===== src/rtl/plode_tdc_pkg.sv =====
// Shared definitions for the plode delay-chain TDC.
//   state_t : controller states
//   clog2   : ceiling log2, never less than 1 (usable for counter widths)
package plode_tdc_pkg;

  typedef enum logic [2:0] {
    IDLE   = 3'd0,
    LAUNCH = 3'd1,
    SAMPLE = 3'd2,
    SYNC   = 3'd3,
    DECODE = 3'd4,
    GUARD  = 3'd5,
    DONE   = 3'd6
  } state_t;

  function automatic int clog2(input int n);
    int r;
    r = 0;
    for (int v = n - 1; v > 0; v = v >> 1) r++;
    if (r < 1) r = 1;
    return r;
  endfunction

endpackage


===== src/rtl/plode_popcount.sv =====
// Combinational ones-count of a WIDTH-bit vector.
//   bits : input vector
//   cnt  : number of bits set, OUT_W wide (default holds 0..WIDTH)
module plode_popcount
  import plode_tdc_pkg::*;
#(
  parameter int WIDTH = 8,
  parameter int OUT_W = clog2(WIDTH + 1)
) (
  input  logic [WIDTH-1:0] bits,
  output logic [OUT_W-1:0] cnt
);

  always_comb begin
    cnt = '0;
    for (int i = 0; i < WIDTH; i++) cnt = cnt + OUT_W'(bits[i]);
  end

endmodule


===== src/rtl/singlepath_plode.sv =====
// One delay cell of the plode chain. Logically a buffer; the useful
// property is the physical propagation delay of the placed cell.
//   a : cell input (previous stage or launch flop)
//   y : cell output (next stage and tap)
module singlepath_plode (
  input  logic a,
  output logic y
);

  assign y = a;

endmodule


===== src/rtl/plode_delay_tdc.sv =====
// plode_delay_tdc: STAGES-deep singlepath_plode chain with a launch/capture
// controller. Each measurement toggles the chain input, captures the taps one
// clk later, and counts how many stages the edge crossed. 2^SAMPLES_LOG2
// measurements are summed and the truncated average is reported.
//
// Ports
//   clk, rst_n     clock, synchronous active-low reset
//   start          run request, only honoured in IDLE
//   busy           high from the first LAUNCH through DONE
//   result_valid   one-cycle pulse while in DONE
//   result         averaged stage count (acc >> SAMPLES_LOG2)
//   sat            some sample in the run saw every stage flipped
//   out            last chain stage, for external probing
//   min_cnt/max_cnt  per-run extremes (only with PLODE_TDC_MINMAX_EN)
//
// Build option: define PLODE_TDC_MINMAX_EN to add min_cnt/max_cnt.
module plode_delay_tdc
  import plode_tdc_pkg::*;
#(
  parameter  int STAGES       = 100,
  parameter  int SAMPLES_LOG2 = 4,
  parameter  int GUARD_CYC    = 2,
  localparam int CNT_W        = clog2(STAGES + 1),
  localparam int ACC_W        = CNT_W + SAMPLES_LOG2
) (
  input  logic             clk,
  input  logic             rst_n,
  input  logic             start,
  output logic             busy,
  output logic             result_valid,
  output logic [CNT_W-1:0] result,
  output logic             sat,
  output logic             out
`ifdef PLODE_TDC_MINMAX_EN
  ,
  output logic [CNT_W-1:0] min_cnt,
  output logic [CNT_W-1:0] max_cnt
`endif
);

  localparam int SMP_W = SAMPLES_LOG2 + 1;
  localparam int GRD_W = clog2(GUARD_CYC + 1);
  localparam logic [SMP_W-1:0] LAST_SMP = SMP_W'((1 << SAMPLES_LOG2) - 1);

  state_t             state, state_nxt;
  logic               launch_q;
  logic [STAGES-1:0]  taps;
  logic [STAGES-1:0]  tap_q;
  logic [STAGES-1:0]  tap_s;
  logic [STAGES-1:0]  match;
  logic [CNT_W-1:0]   cnt;
  logic               cnt_full;
  logic [ACC_W-1:0]   acc;
  logic [ACC_W-1:0]   acc_nxt;
  logic [SMP_W-1:0]   sample_cnt;
  logic [GRD_W-1:0]   guard_cnt;
  logic               sat_run;
  logic               last_smp;

  // Delay chain: each stage output is its own kept net so the cells are not
  // merged into a single buffer.
  for (genvar i = 0; i < STAGES; i++) begin : g_chain
    (* keep = 1 *) logic y;
    if (i == 0) begin : g_first
      singlepath_plode u_cell (.a(launch_q), .y(y));
    end else begin : g_next
      singlepath_plode u_cell (.a(g_chain[i-1].y), .y(y));
    end
    assign taps[i] = y;
  end

  assign out = taps[STAGES-1];

  // Stages that already carry the launched level match launch_q; counting
  // matches works for either edge polarity and ignores bubbles.
  assign match    = ~(tap_s ^ {STAGES{launch_q}});
  assign cnt_full = (cnt == CNT_W'(STAGES));
  assign acc_nxt  = acc + ACC_W'(cnt);
  assign last_smp = (sample_cnt == LAST_SMP);

  plode_popcount #(
    .WIDTH (STAGES),
    .OUT_W (CNT_W)
  ) u_pop (
    .bits (match),
    .cnt  (cnt)
  );

  assign busy         = (state != IDLE);
  assign result_valid = (state == DONE);

  always_ff @(posedge clk) begin
    if (!rst_n) state <= IDLE;
    else        state <= state_nxt;
  end

  always_comb begin
    state_nxt = state;
    unique case (state)
      IDLE:    if (start) state_nxt = LAUNCH;
      LAUNCH:  state_nxt = SAMPLE;
      SAMPLE:  state_nxt = SYNC;
      SYNC:    state_nxt = DECODE;
      DECODE: begin
        if (last_smp)            state_nxt = DONE;
        else if (GUARD_CYC == 0) state_nxt = LAUNCH;
        else                     state_nxt = GUARD;
      end
      GUARD:   if (guard_cnt == GRD_W'(GUARD_CYC - 1)) state_nxt = LAUNCH;
      DONE:    state_nxt = IDLE;
      default: state_nxt = IDLE;
    endcase
  end

  // SAMPLE -> SYNC boundary: raw capture of the asynchronous taps, then a
  // second flop before any logic looks at them.
  always_ff @(posedge clk) begin
    if (state == SAMPLE) tap_q <= taps;
    if (state == SYNC)   tap_s <= tap_q;
  end

  // DECODE boundary: accumulate; the last sample also registers the result
  // so it is already stable during the DONE pulse.
  always_ff @(posedge clk) begin
    if (!rst_n) begin
      launch_q   <= 1'b0;
      acc        <= '0;
      sample_cnt <= '0;
      guard_cnt  <= '0;
      sat_run    <= 1'b0;
      result     <= '0;
      sat        <= 1'b0;
    end else begin
      unique case (state)
        LAUNCH: launch_q <= ~launch_q;
        DECODE: begin
          acc        <= acc_nxt;
          sat_run    <= sat_run | cnt_full;
          sample_cnt <= sample_cnt + SMP_W'(1);
          guard_cnt  <= '0;
          if (last_smp) begin
            result <= acc_nxt[ACC_W-1:SAMPLES_LOG2];
            sat    <= sat_run | cnt_full;
          end
        end
        GUARD: guard_cnt <= guard_cnt + GRD_W'(1);
        DONE: begin
          acc        <= '0;
          sample_cnt <= '0;
          sat_run    <= 1'b0;
        end
        default: ;
      endcase
    end
  end

`ifdef PLODE_TDC_MINMAX_EN
  logic [CNT_W-1:0] min_run, max_run, min_nxt, max_nxt;

  assign min_nxt = (cnt < min_run) ? cnt : min_run;
  assign max_nxt = (cnt > max_run) ? cnt : max_run;

  always_ff @(posedge clk) begin
    if (!rst_n) begin
      min_cnt <= '0;
      max_cnt <= '0;
    end else if (state == DECODE && last_smp) begin
      min_cnt <= min_nxt;
      max_cnt <= max_nxt;
    end
  end

  // Running extremes restart at the first LAUNCH of every run.
  always_ff @(posedge clk) begin
    if (state == LAUNCH && sample_cnt == '0) begin
      min_run <= CNT_W'(STAGES);
      max_run <= '0;
    end else if (state == DECODE) begin
      min_run <= min_nxt;
      max_run <= max_nxt;
    end
  end
`endif

endmodule

===== config.mk =====
export PLATFORM = sky130hd
export DESIGN_NAME = plode_delay_tdc
export DESIGN_NICKNAME = d
export VERILOG_FILES = /design/src/rtl/plode_tdc_pkg.sv /design/src/rtl/plode_popcount.sv /design/src/rtl/singlepath_plode.sv /design/src/rtl/plode_delay_tdc.sv
export SDC_FILE = /design/constraint.sdc
export NUM_CORES = 1
export LEC_CHECK = 0
export CELL_PAD_IN_SITES_DETAIL_PLACEMENT = 2
export CELL_PAD_IN_SITES_GLOBAL_PLACEMENT = 2
export CORE_MARGIN = 2
export CORE_UTILIZATION = 33
export DETAILED_ROUTE_END_ITERATION = 12
export PLACE_DENSITY = 0.82
export SYNTH_ARGS = -nofsm -noshare
export SYNTH_HDL_FRONTEND = slang
export SYNTH_SLANG_ARGS = --single-unit

===== constraint.sdc =====
create_clock -name clk -period 3.87 [get_ports clk]
set_input_delay 0.5805 -clock clk [delete_from_list [all_inputs] [get_ports clk]]
set_output_delay 0.5805 -clock clk [all_outputs]
set_load 0.03 [all_outputs]

==> impl_metrics.env, run 1 <==
export IMPL_cts_hold_buf=0
export IMPL_area_growth_pct=14.8
export IMPL_ios=14
export IMPL_p_clk_frac=0.355
export IMPL_cp_start_kind="register"
export IMPL_initial_utilization=0.339
export IMPL_finalCoreUtilization=0.389
export IMPL_cts_tree="built"
export IMPL_core_um2=4690
export IMPL_fp_dieArea_um2=5390
export IMPL_die_width_um=73.4
export IMPL_arrival_ns=2.09
export IMPL_maxCapViolCount=0
export IMPL_diodes=0
export IMPL_drive_gt1_frac=0.0773
export IMPL_power_switching_mw=0.199
export IMPL_switching_share=0.284
export IMPL_cpMaxStageDelayCell="clkdlybuf4s50_1"
export IMPL_timing_rr_start="launch_q"
export IMPL_max_slew_margin=0.345
export IMPL_cts_sinks=31
export IMPL_io_buffers=13
export IMPL_finalHoldViolCount=0
export IMPL_cts_root_buffer="clkbuf_8"
export IMPL_finalMaxSlewViolations=0
export IMPL_hold_path_class="reg -> reg"
export IMPL_clk_pin_slew_ns=0.07
export IMPL_die_h_um=73.4
export IMPL_pwr_share_seq=0.516
export IMPL_nFillCells=531
export IMPL_clock_latency_ns=0.29
export IMPL_drt_initial_drc_count=32
export IMPL_ys_warn_count=0
export IMPL_drt_pass1_iterations=4
export IMPL_worst_pin_slew_ns=0.982
export IMPL_min_path_cells=0
export IMPL_netlist_instances=185
export IMPL_drt_vias_per_instance=5.60
export IMPL_h_tree_depth=2
export IMPL_gp_congestion=0.701
export IMPL_totalWireLength_um=4180
export IMPL_syn_area_um2=1590
export IMPL_r2r_end="result[6]"
export IMPL_min_period_ns=2.67
export IMPL_place_hpwl_um=2940
export IMPL_wire_per_inst_um=16.8
export IMPL_syn_nets=194
export IMPL_endpoint_kind="output pin"
export IMPL_topRoutingLayerUsed="met4"
export IMPL_cts_buffers=5
export IMPL_grt_pass1_wl_um=7040
export IMPL_fmax_ghz=0.374
export IMPL_cts_buffer_depth=2
export IMPL_fin_crit_sh=0.691
export IMPL_r2r_setup_slack_ns=1.48
export IMPL_track_usage=0.173
export IMPL_cts_setup_buffers=0
export IMPL_grt_pass1_vias=1500
export IMPL_vias=1390
export IMPL_setup_viol=0
export IMPL_hold_start="tap_q[0]"
export IMPL_rsz0062_at_grt="false"
export IMPL_setup_worst_path_class="reg -> out"
export IMPL_p_int_mw=0.500
export IMPL_post_route_drc_count=0
export IMPL_critPathRequiredTime_ns=3.29
export IMPL_dr_wl_met3_um=98
export IMPL_crit_chain="nor2b_1 > and2_1 > clkdlybuf4s50_1"
export IMPL_cp_slowest_stage_delay_ns=0.67
export IMPL_skew_ns=0.00525
export IMPL_cts_resized_gates=0
export IMPL_holdPathEnd="tap_s[0]"
export IMPL_path_depth=3
export IMPL_crit_fanout=8
export IMPL_peakVddDrop_uv=124
export IMPL_std_cell_rows=25
export IMPL_wl_met1_um=1730
export IMPL_wl_met2_um=2280
export IMPL_synth_area_per_cell_um2=8.60
export IMPL_path_buf_inv=1
export IMPL_combPwrFrac=0.129
export IMPL_finalSetupTns_ns=0
export IMPL_path_delay_family="simple AND/OR/NAND/NOR gates"
export IMPL_antenna_found_initial=0
export IMPL_nets=202
export IMPL_grt_ovfl_total=0
export IMPL_p_leak_nw=0.631
export IMPL_power_per_cell_area_nw_per_um2=382
export IMPL_drtAntennaViolNets=0
export IMPL_outcome="finished, final reports clean"
export IMPL_r2r_cells=7
export IMPL_grt_start_max_net_pins=25
-- sequential cells by signal, summed over array words and instances, names as in the netlist --
name and count:
acc 9, result 7, sample_cnt 5, state 3
guard_cnt 2, launch_q 1, sat 1, sat_run 1
tap_q 1, tap_s 1
-- worst register-to-register path, cell delays in order, from the launching register on --
cell and delay (ns):
dfxtp_1 0.43, xor2_2 0.25, inv_2 0.11, ha_1 0.34
a31oi_1 0.17, maj3_2 0.41, or3_1 0.33, a311oi_1 0.26
-- layout make-up --
type                            instances  area (um^2)  area share
Clock buffer                            7         76.3      0.0418
Clock inverter                          1         5.00     0.00274
Inverter                                8         30.0      0.0164
Multi-Input combinational cell        133          870       0.476
Sequential cell                        31          641       0.351
Tap cell                               54         67.6      0.0370
Timing Repair Buffer                   14          138      0.0753
-- worst max path at each step --
stage	startpoint	to	slack, ns
after global routing	state[2]	result_valid	0.97
after CTS	state[2]	result_valid	1.16
after detailed placement	rst_n	acc[6]	1.29
after global placement	rst_n	acc[7]	1.43
final	state[2]	result_valid	1.20
after floorplan	launch_q	acc[9]	1.53
-- layout by cell type (no fill, tap or decap), types with 4 or more instances in the layout --
cell type        instances
o21ai_0                  5
nand3_1                  7
clkbuf_8                 5
nor2b_1                  7
a31oi_1                  4
ha_1                     6
nor3b_1                  4
inv_1                    7
a21oi_1                 14
nand2_1                 11
nand3b_1                 5
nor2_1                  16
nor3_1                   7
or3_1                    7
dfxtp_1                 29
clkdlybuf4s50_1         13
-- layer usage --
| metal | global-route usage | up-vias |
|---|---|---|
| met5 | 0 | - |
| met4 | 0.0667 | 0 |
| met3 | 0.0412 | 7 |
| met2 | 0.335 | 11 |
| met1 | 0.176 | 700 |
| li1 | - | 672 |
-- through the flow --
step	setup slack, ns	cell area, um^2	hold WS [ns]	std cells	power (mW)
detailed placement	1.29	1750	0.418	240	0.459
floorplan	1.53	1590	0.400	185	0.428
CTS	1.16	1830	0.434	248	0.710
finish	1.20	1830	0.437	248	0.699
global route	0.974	1830	0.449	248	0.733
global placement	1.43	1750	0.411	240	0.449
-- power groups by stage --
stage               clock network (mW)  logic (mW)  registers, mW
detailed placement                   0      0.0910          0.368
global placement                     0      0.0849          0.364
CTS                              0.258      0.0916          0.360
global route                     0.270      0.0993          0.364
finish                           0.248      0.0898          0.361
floorplan                            0      0.0725          0.355
No activity file was read; power rests on OpenSTA's default activity.
==> run 2: changes to the inputs <==
==> constraint.sdc (replaced) <==
create_clock -name clk -period 2.3 [get_ports clk]
set_input_delay 0.345 -clock clk [delete_from_list [all_inputs] [get_ports clk]]
set_output_delay 0.345 -clock clk [all_outputs]
set_load 0.03 [all_outputs]
==> run 2 against run 1 <==
Clock skew increased by 0.0042 ns. Worst setup slack worse by 1.1 ns. Via count rose by 4.5%. Global-route usage is 1.7 points higher. Die area stayed put. Register-to-register slack worse by 1.4 ns. Worst hold slack improved by 0.014 ns. Sequential share of layout area is 2.2 points lower. Critical path depth increased by 5. Routed wire length is 15% higher. Non-clock buffer count rose by 10. Critical path type is now reg -> reg. Highest routed layer unchanged.
==> impl_metrics.env, run 2 (same netlist as run 1, synthesis figures left out) <==
export IMPL_outcome="finished, final reports clean"
export IMPL_p_leak_nw=0.680
export IMPL_grt_ovfl_total=0
export IMPL_crit_start="tap_s[0]"
export IMPL_cts_tree="built"
export IMPL_std_cell_rows=25
export IMPL_multiInputGateArea_um2=921
export IMPL_die_h_um=73.4
export IMPL_totalWireLength_um=4780
export IMPL_cts_root_buffer="clkbuf_8"
export IMPL_r2r_cells=8
export IMPL_setup_viol=0
export IMPL_dpl_cell_area_um2=1800
export IMPL_finalPower_mw=1.21
export IMPL_hold_path_class="reg -> reg"
export IMPL_area_growth_pct=22.8
export IMPL_crit_chain="xor2_2 > inv_1 > ha_2 > ha_4 > a31oi_2 > maj3_2 > or3_1 > a311oi_2"
export IMPL_path_delay_family="adder cells"
export IMPL_endpoint_kind="register"
export IMPL_grt_start_max_net_pins=24
export IMPL_mostFrequentLayoutCells="dfxtp_1, nor2_1, a21oi_1"
export IMPL_pwr_share_seq=0.498
export IMPL_r2r_end="result[6]"
export IMPL_initial_utilization=0.339
export IMPL_cts_buffers=5
export IMPL_min_period_ns=2.20
export IMPL_arrival_ns=2.41
export IMPL_gp_congestion=0.769
export IMPL_drt_vias_per_instance=5.63
export IMPL_finalSetupTns_ns=0
export IMPL_cp_start_kind="register"
export IMPL_power_switching_mw=0.350
export IMPL_drive_gt1_frac=0.162
export IMPL_largest_register="acc"
export IMPL_setup_worst_path_class="reg -> reg"
export IMPL_max_slew_margin=0.635
export IMPL_finalMaxSlewViolations=0
export IMPL_grt_pass1_wl_um=7750
export IMPL_worst_pin_slew_ns=0.547
export IMPL_grt_pass1_vias=1604
export IMPL_fp_dieArea_um2=5390
export IMPL_top_regs="acc: 9 flops, result: 7 flops, sample_cnt: 5 flops"
export IMPL_path_depth=8
export IMPL_p_clk_frac=0.351
export IMPL_nets=212
export IMPL_place_hpwl_um=3160
export IMPL_cpMaxStageDelayCell="edfxtp_1"
export IMPL_largest_register_ff_count=9
export IMPL_cts_hold_buf=0
export IMPL_die_width_um=73.4
export IMPL_seqCellArea_um2=642
export IMPL_layout_commonest_cell="dfxtp_1"
export IMPL_ios=14
export IMPL_drtAntennaViolNets=0
export IMPL_peakVddDrop_uv=241
export IMPL_diodes=0
export IMPL_track_usage=0.190
export IMPL_clk_pin_slew_ns=0.07
export IMPL_h_tree_depth=2
export IMPL_core_um2=4690
export IMPL_whs_ns=0.451
export IMPL_maxCapViolCount=0
export IMPL_wire_per_inst_um=18.5
export IMPL_vias=1452
export IMPL_cts_buffer_depth=2
export IMPL_critPathRequiredTime_ns=2.51
export IMPL_clock_latency_ns=0.29
export IMPL_cp_endpoint="result[6]"
export IMPL_io_buffers=13
export IMPL_antenna_found_initial=0
export IMPL_drt_pass1_iterations=4
export IMPL_path_buf_inv=1
export IMPL_cts_sinks=31
export IMPL_combPwrFrac=0.151
export IMPL_timing_rr_start="tap_s[0]"
export IMPL_finalHoldViolCount=0
export IMPL_fmax_ghz=0.454
export IMPL_postLayoutCellArea_um2=1950
export IMPL_r2r_setup_slack_ns=0.1
export IMPL_p_int_mw=0.857
export IMPL_nFillCells=513
export IMPL_fin_crit_sh=0.957
export IMPL_post_route_drc_count=0
export IMPL_skew_ns=0.00940
export IMPL_power_per_cell_area_nw_per_um2=618
export IMPL_crit_fanout=6
export IMPL_switching_share=0.290
export IMPL_drt_initial_drc_count=55
export IMPL_cp_slowest_stage_delay_ns=0.41
==> run 2: cell count changes in the layout (fill, tap and decap cells not counted), sizes merged <==
cell,before,now
buf,1,11
==> run 2: layout make-up <==
cell class / count / area share
clock buffers: 7 / 0.0391
clock inverters: 1 / 0.00256
inverters: 8 / 0.0154
multi-input cells: 133 / 0.471
flip-flops and latches: 31 / 0.328
well taps: 54 / 0.0346
repair buffers: 24 / 0.109
==> run 2: routing by layer <==
layer  track usage  share of wire
met4        0.0889          0.016
met2         0.357           0.54
met5             0              0
met3        0.0329          0.020
met1         0.203           0.42
==> run 2: worst min-delay path by stage <==
| stage | start | endpoint | slack [ns] | depth (start not counted) |
|---|---|---|---|---|
| 2_1_floorplan | tap_q[0] | tap_s[0] | 0.40 | 0 |
| 6_report | tap_q[0] | tap_s[0] | 0.45 | 0 |
| 3_5_place_dp | tap_q[0] | tap_s[0] | 0.43 | 0 |
| 5_1_grt | tap_q[0] | tap_s[0] | 0.47 | 0 |
| 3_3_place_gp | acc[2] | acc[2] | 0.46 | 2 |
| 4_1_cts | tap_q[0] | tap_s[0] | 0.46 | 0 |
==> run 2: worst reg2reg max path, delay by kind of cell (launching register included) <==
kind,cells,cell delay [ns]
compound gates,2,0.37
xor+xnor,1,0.18
fa+ha+maj,3,0.75
buf+inv,1,0.07
flops,1,0.41
simple gates,1,0.34
==> run 2: power by group through the flow <==
stage	Sequential (mW)	Combinational, mW	Clock [mW]
floorplan	0.598	0.122	0
finish	0.601	0.182	0.424
CTS	0.600	0.176	0.431
global placement	0.608	0.162	0
detailed placement	0.611	0.172	0
global route	0.605	0.203	0.457
==> run 2: stage by stage <==
| stage | utilization | instances | setup WS [ns] |
|---|---|---|---|
| finish | 0.417 | 258 | 0.0991 |
| global route | 0.417 | 258 | -0.00746 |
| CTS | 0.406 | 257 | 0.00390 |
| detailed placement | 0.383 | 247 | -0.00883 |
| global placement | 0.383 | 247 | 0.143 |
| floorplan | - | 185 | 0.0947 |
==> run 2: what timing repair did <==
item	in CTS	in global routing
pin swaps	4	4
cloned	0	0
hold endpoints to repair	0	0
buffers inserted	2	1
resized for setup	3	5
endpoints found under the setup margin	1	6
==> run 3: changes to the inputs <==
--- a/config.mk
+++ b/config.mk
@@ -11,6 +11,7 @@
 export CORE_UTILIZATION = 33
 export DETAILED_ROUTE_END_ITERATION = 12
 export PLACE_DENSITY = 0.82
+export SLEW_MARGIN = 20
 export SYNTH_ARGS = -nofsm -noshare
 export SYNTH_HDL_FRONTEND = slang
 export SYNTH_SLANG_ARGS = --single-unit
==> results of run 3 <==
The final DEF is identical to that of run 2; final timing and power are the same.
